## src/rtl/mul_div_ctrl.sv

```systemverilog
// RV32M multiply/divide controller: a combinational multiplier sampled after
// MUL_LAT cycles and a 32-step radix-2 restoring divider, with flush and async reset.

module mult #(
    parameter int W = 32
) (
    input  logic [W-1:0]   a,
    input  logic [W-1:0]   b,
    input  logic           x,      // treat a as signed
    input  logic           y,      // treat b as signed
    output logic [2*W-1:0] p
);
    logic signed [W:0]     a_ext;
    logic signed [W:0]     b_ext;
    logic signed [2*W+1:0] full;

    always_comb begin
        a_ext = {x & a[W-1], a};
        b_ext = {y & b[W-1], b};
        full  = a_ext * b_ext;
        p     = full[2*W-1:0];
    end
endmodule

module mul_div_ctrl #(
    parameter int MUL_LAT = 2
) (
    input  logic        i_clk,
    input  logic        i_rst_n,
    input  logic        i_valid,
    output logic        o_ready,
    input  logic [2:0]  i_op,
    input  logic [31:0] i_rs1,
    input  logic [31:0] i_rs2,
    input  logic        i_flush,
    output logic        o_valid,
    output logic [31:0] o_result,
    output logic        o_busy,
    output logic [1:0]  o_dbg_state
);
    // Handshake: a request is taken on a rising edge where i_valid && o_ready;
    // the result is presented for exactly one cycle with o_valid, never back-pressured.
    typedef enum logic [1:0] {IDLE, MUL, DIV, DONE} state_t;

    state_t state, state_n;

    logic [2:0]  op_q;
    logic [31:0] a_q, b_q;
    logic        x_q, y_q;
    logic [31:0] divisor_q, quo_q, rem_q;
    logic        neg_quo_q, neg_rem_q;
    logic [5:0]  cnt_q;
    logic [31:0] result_q;

    logic        accept;
    logic        div_signed, div_zero, div_ovf;
    logic        mul_done, div_last;
    logic [63:0] product;
    logic [31:0] mul_word;
    logic [32:0] shifted;
    logic        fits;
    logic [31:0] rem_n, quo_n, quo_fix, rem_fix, div_word;

    function automatic logic [31:0] mag(input logic [31:0] v, input logic s);
        return (s && v[31]) ? -v : v;
    endfunction

    assign accept     = i_valid && o_ready;
    assign div_signed = !i_op[0];
    assign div_zero   = (i_rs2 == 32'h0);
    assign div_ovf    = div_signed && (i_rs1 == 32'h8000_0000) && (i_rs2 == 32'hFFFF_FFFF);
    assign mul_done   = (state == MUL) && (cnt_q == 6'(MUL_LAT));
    assign div_last   = (state == DIV) && (cnt_q == 6'd31);

    always_ff @(posedge i_clk or negedge i_rst_n) begin
        if (!i_rst_n) state <= IDLE;
        else          state <= state_n;
    end

    always_comb begin
        state_n     = state;
        o_ready     = (state == IDLE) && !i_flush;
        o_valid     = (state == DONE) && !i_flush;
        o_busy      = (state != IDLE);
        o_dbg_state = state;
        case (state)
            IDLE: begin
                if (accept) begin
                    if (!i_op[2])                state_n = MUL;
                    else if (div_zero || div_ovf) state_n = DONE;
                    else                          state_n = DIV;
                end
            end
            MUL:     if (mul_done) state_n = DONE;
            DIV:     if (div_last) state_n = DONE;
            DONE:    state_n = IDLE;
            default: state_n = IDLE;
        endcase
        if (i_flush) state_n = IDLE;
    end

    mult #(.W(32)) u_mult (
        .a (a_q),
        .b (b_q),
        .x (x_q),
        .y (y_q),
        .p (product)
    );

    assign mul_word = (op_q[1:0] == 2'b00) ? product[31:0] : product[63:32];

    // One restoring step: shift in the next dividend bit, subtract if it fits.
    always_comb begin
        shifted  = {rem_q, quo_q[31]};
        fits     = (shifted >= {1'b0, divisor_q});
        rem_n    = fits ? (shifted[31:0] - divisor_q) : shifted[31:0];
        quo_n    = {quo_q[30:0], fits};
        quo_fix  = neg_quo_q ? -quo_n : quo_n;
        rem_fix  = neg_rem_q ? -rem_n : rem_n;
        div_word = op_q[1] ? rem_fix : quo_fix;
    end

    always_ff @(posedge i_clk or negedge i_rst_n) begin
        if (!i_rst_n) begin
            op_q      <= 3'd0;
            a_q       <= 32'd0;
            b_q       <= 32'd0;
            x_q       <= 1'b0;
            y_q       <= 1'b0;
            divisor_q <= 32'd0;
            quo_q     <= 32'd0;
            rem_q     <= 32'd0;
            neg_quo_q <= 1'b0;
            neg_rem_q <= 1'b0;
            cnt_q     <= 6'd0;
            result_q  <= 32'd0;
        end else if (accept) begin
            op_q      <= i_op;
            a_q       <= i_rs1;
            b_q       <= i_rs2;
            x_q       <= !i_op[2] && (i_op[1:0] != 2'b11);
            y_q       <= !i_op[2] && !i_op[1];
            cnt_q     <= i_op[2] ? 6'd0 : 6'd1;
            divisor_q <= mag(i_rs2, div_signed);
            quo_q     <= mag(i_rs1, div_signed);
            rem_q     <= 32'd0;
            neg_quo_q <= div_signed && (i_rs1[31] ^ i_rs2[31]);
            neg_rem_q <= div_signed && i_rs1[31];
            // Special divides bypass the iteration and finish next cycle.
            if (i_op[2] && div_zero)
                result_q <= i_op[1] ? i_rs1 : 32'hFFFF_FFFF;
            else if (i_op[2] && div_ovf)
                result_q <= i_op[1] ? 32'h0 : 32'h8000_0000;
        end else if (state == MUL) begin
            cnt_q <= cnt_q + 6'd1;
            if (mul_done && !i_flush) result_q <= mul_word;
        end else if (state == DIV) begin
            rem_q <= rem_n;
            quo_q <= quo_n;
            cnt_q <= cnt_q + 6'd1;
            if (div_last && !i_flush) result_q <= div_word;
        end
    end

    assign o_result = result_q;
endmodule

```

## config.mk

```make
export PLATFORM = sky130hd
export DESIGN_NAME = mul_div_ctrl
export DESIGN_NICKNAME = d
export VERILOG_FILES = /design/src/rtl/mul_div_ctrl.sv
export SDC_FILE = /design/constraint.sdc
export NUM_CORES = 2
export LEC_CHECK = 0
export ABC_CLOCK_PERIOD_IN_PS = 9000
export CAP_MARGIN = 20
export CELL_PAD_IN_SITES_DETAIL_PLACEMENT = 1
export CELL_PAD_IN_SITES_GLOBAL_PLACEMENT = 1
export CORE_MARGIN = 2
export CORE_UTILIZATION = 30
export CTS_BUF_LIST = sky130_fd_sc_hd__clkbuf_16
export CTS_CLUSTER_DIAMETER = 40
export DETAILED_ROUTE_END_ITERATION = 6
export PLACE_DENSITY_LB_ADDON = 0.1
export SKIP_CTS_REPAIR_TIMING = 1
export SYNTH_ARGS = -nofsm -noshare
export SYNTH_HDL_FRONTEND = slang
export SYNTH_SLANG_ARGS = --single-unit
```

## constraint.sdc

```tcl
create_clock -name i_clk -period 9 [get_ports i_clk]
set_clock_uncertainty 0.2 [all_clocks]
set_input_delay 1.8 -clock i_clk [delete_from_list [all_inputs] [get_ports i_clk]]
set_output_delay 1.8 -clock i_clk [all_outputs]
set_load 0.05 [all_outputs]
```

# After elaboration in Yosys (flattened, before gate mapping)

Cells that the tools add are included.

$add $sub $neg: 6
Multipliers: 1
Order comparisons: 1
Equal/unequal tests: 14
Mux-type cells: 33
Bitwise operators: 3
Reductions and logical operators: 31

Operator list:

| cell                                                  | number |
|---|---|
| two-way mux 32 bit                                    | 22 |
| negator 32 bit                                        | 4 |
| == test 32 bit, second input constant                 | 2 |
| multiplier 33 x 33 -> 64 bit                          | 1 |
| greater-or-equal comparator 33 x 32 -> 1 bit          | 1 |
| zero test 32 bit                                      | 1 |
| subtractor 32 bit                                     | 1 |
| two-way mux 6 bit                                     | 3 |
| logical AND 1 bit                                     | 16 |
| two-way mux 2 bit                                     | 5 |
| inequality test 3 bit, second input constant          | 3 |
| case mux 2 bit (4 select lines)                       | 1 |
| adder 6 x 1 -> 6 bit, second input constant           | 1 |
| == test 6 x 2 -> 1 bit, second input constant         | 1 |
| == test 6 x 5 -> 1 bit, second input constant         | 1 |
| nonzero test 3 bit                                    | 2 |
| == test 2 bit, second input constant                  | 2 |
| zero test 1 bit                                       | 4 |
| zero test 2 bit                                       | 2 |
| inequality test 2 bit, second input constant          | 2 |
| AND reduction 4 bit                                   | 1 |
| nonzero test 2 bit                                    | 2 |
| inequality test 3 x 1 -> 1 bit, second input constant | 1 |
| inequality test 3 x 2 -> 1 bit, second input constant | 1 |
| other kinds (7)                                       | 9 |

Register bits: 206
Bits of input ports: 71
Output and inout bits: 37

# Longest topological paths before layout

Word-level depth: 9
Depth in mapped cells: 33
Gate-level depth less buffers: 30

# Hierarchy

A second synthesis with hierarchy kept.

Cell total of the unflattened synthesis: 6065
Area, all modules: 52723.1 µm²

Modules (own cells, without submodules):

| module       | instances | cells an instance | area an instance (µm²) |
|---|---|---|---|
| mult         | 1         | 4162              | 37957.7 |
| mul_div_ctrl | 1         | 1903              | 14765.4 |

# Worst setup path after synthesis

No wires, ideal clock.

Path kind: flip-flop to flip-flop
Start point: register x_q
End point: register result_q[30] (netlist: o_result[30])
Library setup time: 131 ps
Arrival: 8332 ps
Required time: 8669 ps
Path slack: 337 ps
Stages on the path, launching flop included: 32
Buffers on the path: 3
Period minus slack after synthesis: 8663 ps
Cell sequence: dfrtp_1 and2_1 clkbuf_1 clkbuf_1 nand2_1 inv_1 fa_1 inv_1 fa_1 inv_1 fa_1 fa_1 inv_1 fa_1 inv_1 fa_1 inv_1 fa_1 fa_1 inv_1 ha_1 clkbuf_1 a21o_1 a21o_1 a2111oi_0 o31ai_1 a41o_1 o2111ai_1 o21ai_0 xor2_1 nor3_1 a211oi_1

Cells in the longest elaborated chain, start to end: 6

Ends and longest elaborated chain:

| element                      | RTL line | text |
|---|---|---|
| start: declaration           | 49       | `logic x_q, y_q;` |
| start signal: assignment     | 141      | `x_q <= !i_op[2] && (i_op[1:0] != 2'b11);` |
| AND 1 bit                    | 18       | `a_ext = {x & a[W-1], a};` |
| multiplier 33 x 33 -> 64 bit | 20       | `full = a_ext * b_ext;` |
| two-way mux 32 bit           | 110      | `assign mul_word = (op_q[1:0] == 2'b00) ? product[31:0] : product[63:32];` |
| two-way mux 32 bit           | 156      | `if (mul_done && !i_flush) result_q <= mul_word;` |
| two-way mux 32 bit           | 154      | `end else if (state == MUL) begin` |
| two-way mux 32 bit           | 137      | `end else if (accept) begin` |
| end signal: assignment       | 153      | `result_q <= i_op[1] ? 32'h0 : 32'h8000_0000;` |
| end signal: assignment       | 156      |  |
| end signal: assignment       | 161      | `if (div_last && !i_flush) result_q <= div_word;` |
| end: declaration             | 53       | `logic [31:0] result_q;` |

No other way between the ends. The select of a mux whose other input is x is not followed.
A chain may end at the register's enable or synchronous reset.

# Worst setup path in the final report

Start point: register x_q
End point: register result_q[18] (netlist: o_result[18])

Same word-level chain as after synthesis.

==> flow_summary.ini <==
[grt]
met2_usage = 0.365
grt_use_met3 = 0.0165
grt_pass1_wl_microns = 308000
grt.busiest_layer = met2
gr-usage-met1 = 0.342
track_usage = 0.228
grt_max_degree = 132
antenna_found_initial = 9
grt_pass1_vias = 46500
grt-ovfl-total = 0

[placement]
io_buffers = 107
routabilityCongestion = 0.868
pre_cts_ws_ns = 0.171
hpwl_microns = 165000

[hold_path]
hold_class = flip-flop to flip-flop
min_to = divisor_q[28]$_DFFE_PN0P_
min_from = divisor_q[28]$_DFFE_PN0P_
hold_depth = 2

[yosys]
async_flop_share = 1.00
yosysWarnings = 0
synth-seq-area-share = 0.0978
synth-main-ff-cell = dfrtp_1
yosysTopAreaCell = fa_1
syn_area_sq_mm = 0.0525
synth_cell_types = 85
synth_edf_count = 0
ys_ff_latch = 205
syn_area_per_cell_sq_um = 8.65
synth_top_cell_area_share = 0.430
synth_area_leaders = fa_1, dfrtp_1, inv_1
syn_nets = 7518
synthesis.instances = 6065

[setup_path]
setup.worst_path.class = flip-flop to flip-flop
slowest_stage = fa_2
r2r_end = o_result[18]$_DFFE_PN0P_
cpMostUsedCell = fa_1
reg2reg_slack_ns = 0.35
arrival_ns = 8.98
cp_max_fo = 6
path_delay_family = adder cells
crit_buf_inv = 9
cp_slowest_stage_delay_ns = 0.63
start_kind = flip-flop
timing.rr.start = x_q$_DFFE_PN0P_
end_kind = flip-flop
reg2regPathDepth = 31
required_ns = 9.33

[clocking]
cts_buffer_depth = 3
htreeDepth = 2
clock-root-buffer = clkbuf_16
clk_latency_ns = 0.63
cts.sinks = 205
cts_tree = yes
clk_pin_slew_worst_paths_ns = 0.04
cts-buffers-inserted = 59

[run]
drv_cap = 0

[final_layout]
multiInputGateArea_sq_mm = 0.0417
final_cell_mix = inv_1, fa_1, nand2_1, and2_1, ha_1
layout.nets = 7536
syn_to_final_growth_pct = 13.1
n_fill_cell = 20300
final-seq-area_sq_mm = 0.00513
final_common_cell = inv_1
post_route_cells_drive_above_1_share = 0.0558

[sta]
period_needed_ns = 8.65
timing.final.max_slew_violations = 0
fmax_mhz = 116
tightestPinTransition_ns = 1.10
slew_headroom = 0.262
hold_violations = 0
setup_viol = 0
worst_slack_ns = 0.346
finalCritPeriodShare = 0.962
finalSetupTns_ns = 0

[route]
dr.pass1.iters = 5
viasPerCell = 4.89
detail_route.iter0.violations = 2404
wl_per_cell_microns = 23.5
dr_total_vias = 41300
drtAntennaViolNets = 0
drt-total-wl_microns = 199000
drc_errors = 0

[die]
ios = 108
initial_core_util = 0.302
die_w_microns = 422
die-area_sq_mm = 0.178
fp-row-count = 153
core-area_sq_mm = 0.174
fp.dieH_microns = 422

[run_status]
status = finished clean
==> final cells by class <==
type,instances,share of cell area
diodes,3,0.000126
clock buffers,60,0.0253
clock inverters,45,0.00670
inverters,1174,0.0743
multi-input cells,4344,0.703
flip-flops and latches,205,0.0865
well taps,2325,0.0490
repair buffers,299,0.0550
==> state kept, by name, indices dropped and copies added, names as in the netlist <==
register     flops
o_result        32
neg_quo_q        1
rem_q           32
b_q             32
a_q             32
divisor_q       31
quo_q           32
neg_rem_q        1
cnt_q            6
o_dbg_state      2
x_q              1
y_q              1
op_q             2
==> logic make-up after synthesis <==
logic type	share of synthesized area
fa+ha+maj	0.491
flops	0.0978
simple gates	0.173
xor+xnor	0.0334
compound gates	0.0900
mux	0.00656
buf+inv	0.109
==> cells in the mapped netlist (7+ instances only) <==
master     count
a2111oi_0      7
a211oi_1      25
a21o_1        54
a21oi_1      186
a221oi_1       7
a22o_1         7
a31oi_1       37
a41oi_1        9
and2_1       365
and3_1        32
buf_1         16
buf_2         10
clkbuf_1     309
dfrtp_1      205
fa_1        1126
ha_1         256
inv_1       1172
mux2i_1       31
nand2_1     1110
nand2b_1      24
nand3_1       47
nand4_1       26
nor2_1       204
nor2b_1       18
nor3_1        41
nor4_1        23
o2111ai_1     11
o211ai_1      29
o21a_1        10
o21ai_0      240
o221ai_1      13
o31ai_1       32
o41ai_1       13
or2_2         17
or3_1         29
or4_1          9
xnor2_1      126
xor2_1        74
==> how the worst max path moves through the flow <==
stage / from / end / cells after the start / slack, ns
2_1_floorplan: x_q$_DFFE_PN0P_ / o_result[30]$_DFFE_PN0P_ / 31 / 0.34
3_3_place_gp: b_q[0]$_DFFE_PN0P_ / o_result[20]$_DFFE_PN0P_ / 28 / 0.1
3_5_place_dp: b_q[0]$_DFFE_PN0P_ / o_result[20]$_DFFE_PN0P_ / 28 / 0.17
4_1_cts: b_q[0]$_DFFE_PN0P_ / o_result[20]$_DFFE_PN0P_ / 28 / 0.12
5_1_grt: x_q$_DFFE_PN0P_ / o_result[26]$_DFFE_PN0P_ / 29 / -0.005
6_report: x_q$_DFFE_PN0P_ / o_result[18]$_DFFE_PN0P_ / 31 / 0.35
==> through the flow <==
stage | utilization | instance area (sq um) | hold WS [ns] | cells
global placement | 0.329 | 57300 | 0.266 | 8341
CTS | 0.341 | 59200 | 0.289 | 8448
global route | 0.341 | 59300 | 0.318 | 8452
detailed placement | 0.330 | 57300 | 0.277 | 8343
floorplan | - | 52500 | 0.250 | 6065
finish | 0.341 | 59400 | 0.289 | 8455
==> per-layer routing <==
metal,wire [microns],part of all wire
met1,98500,0.50
met5,0,0
met4,2940,0.015
met2,90700,0.46
met3,6350,0.032
==> tightest hold or removal path: stages (launching register included) <==
cell	delay (ns)
dfrtp_1	0.34
nand2_1	0.05
o21ai_0	0.06
Power is left out: the tool's default activity adds up to more than one toggle a clock period on the data nets, which glitch-free logic cannot reach.
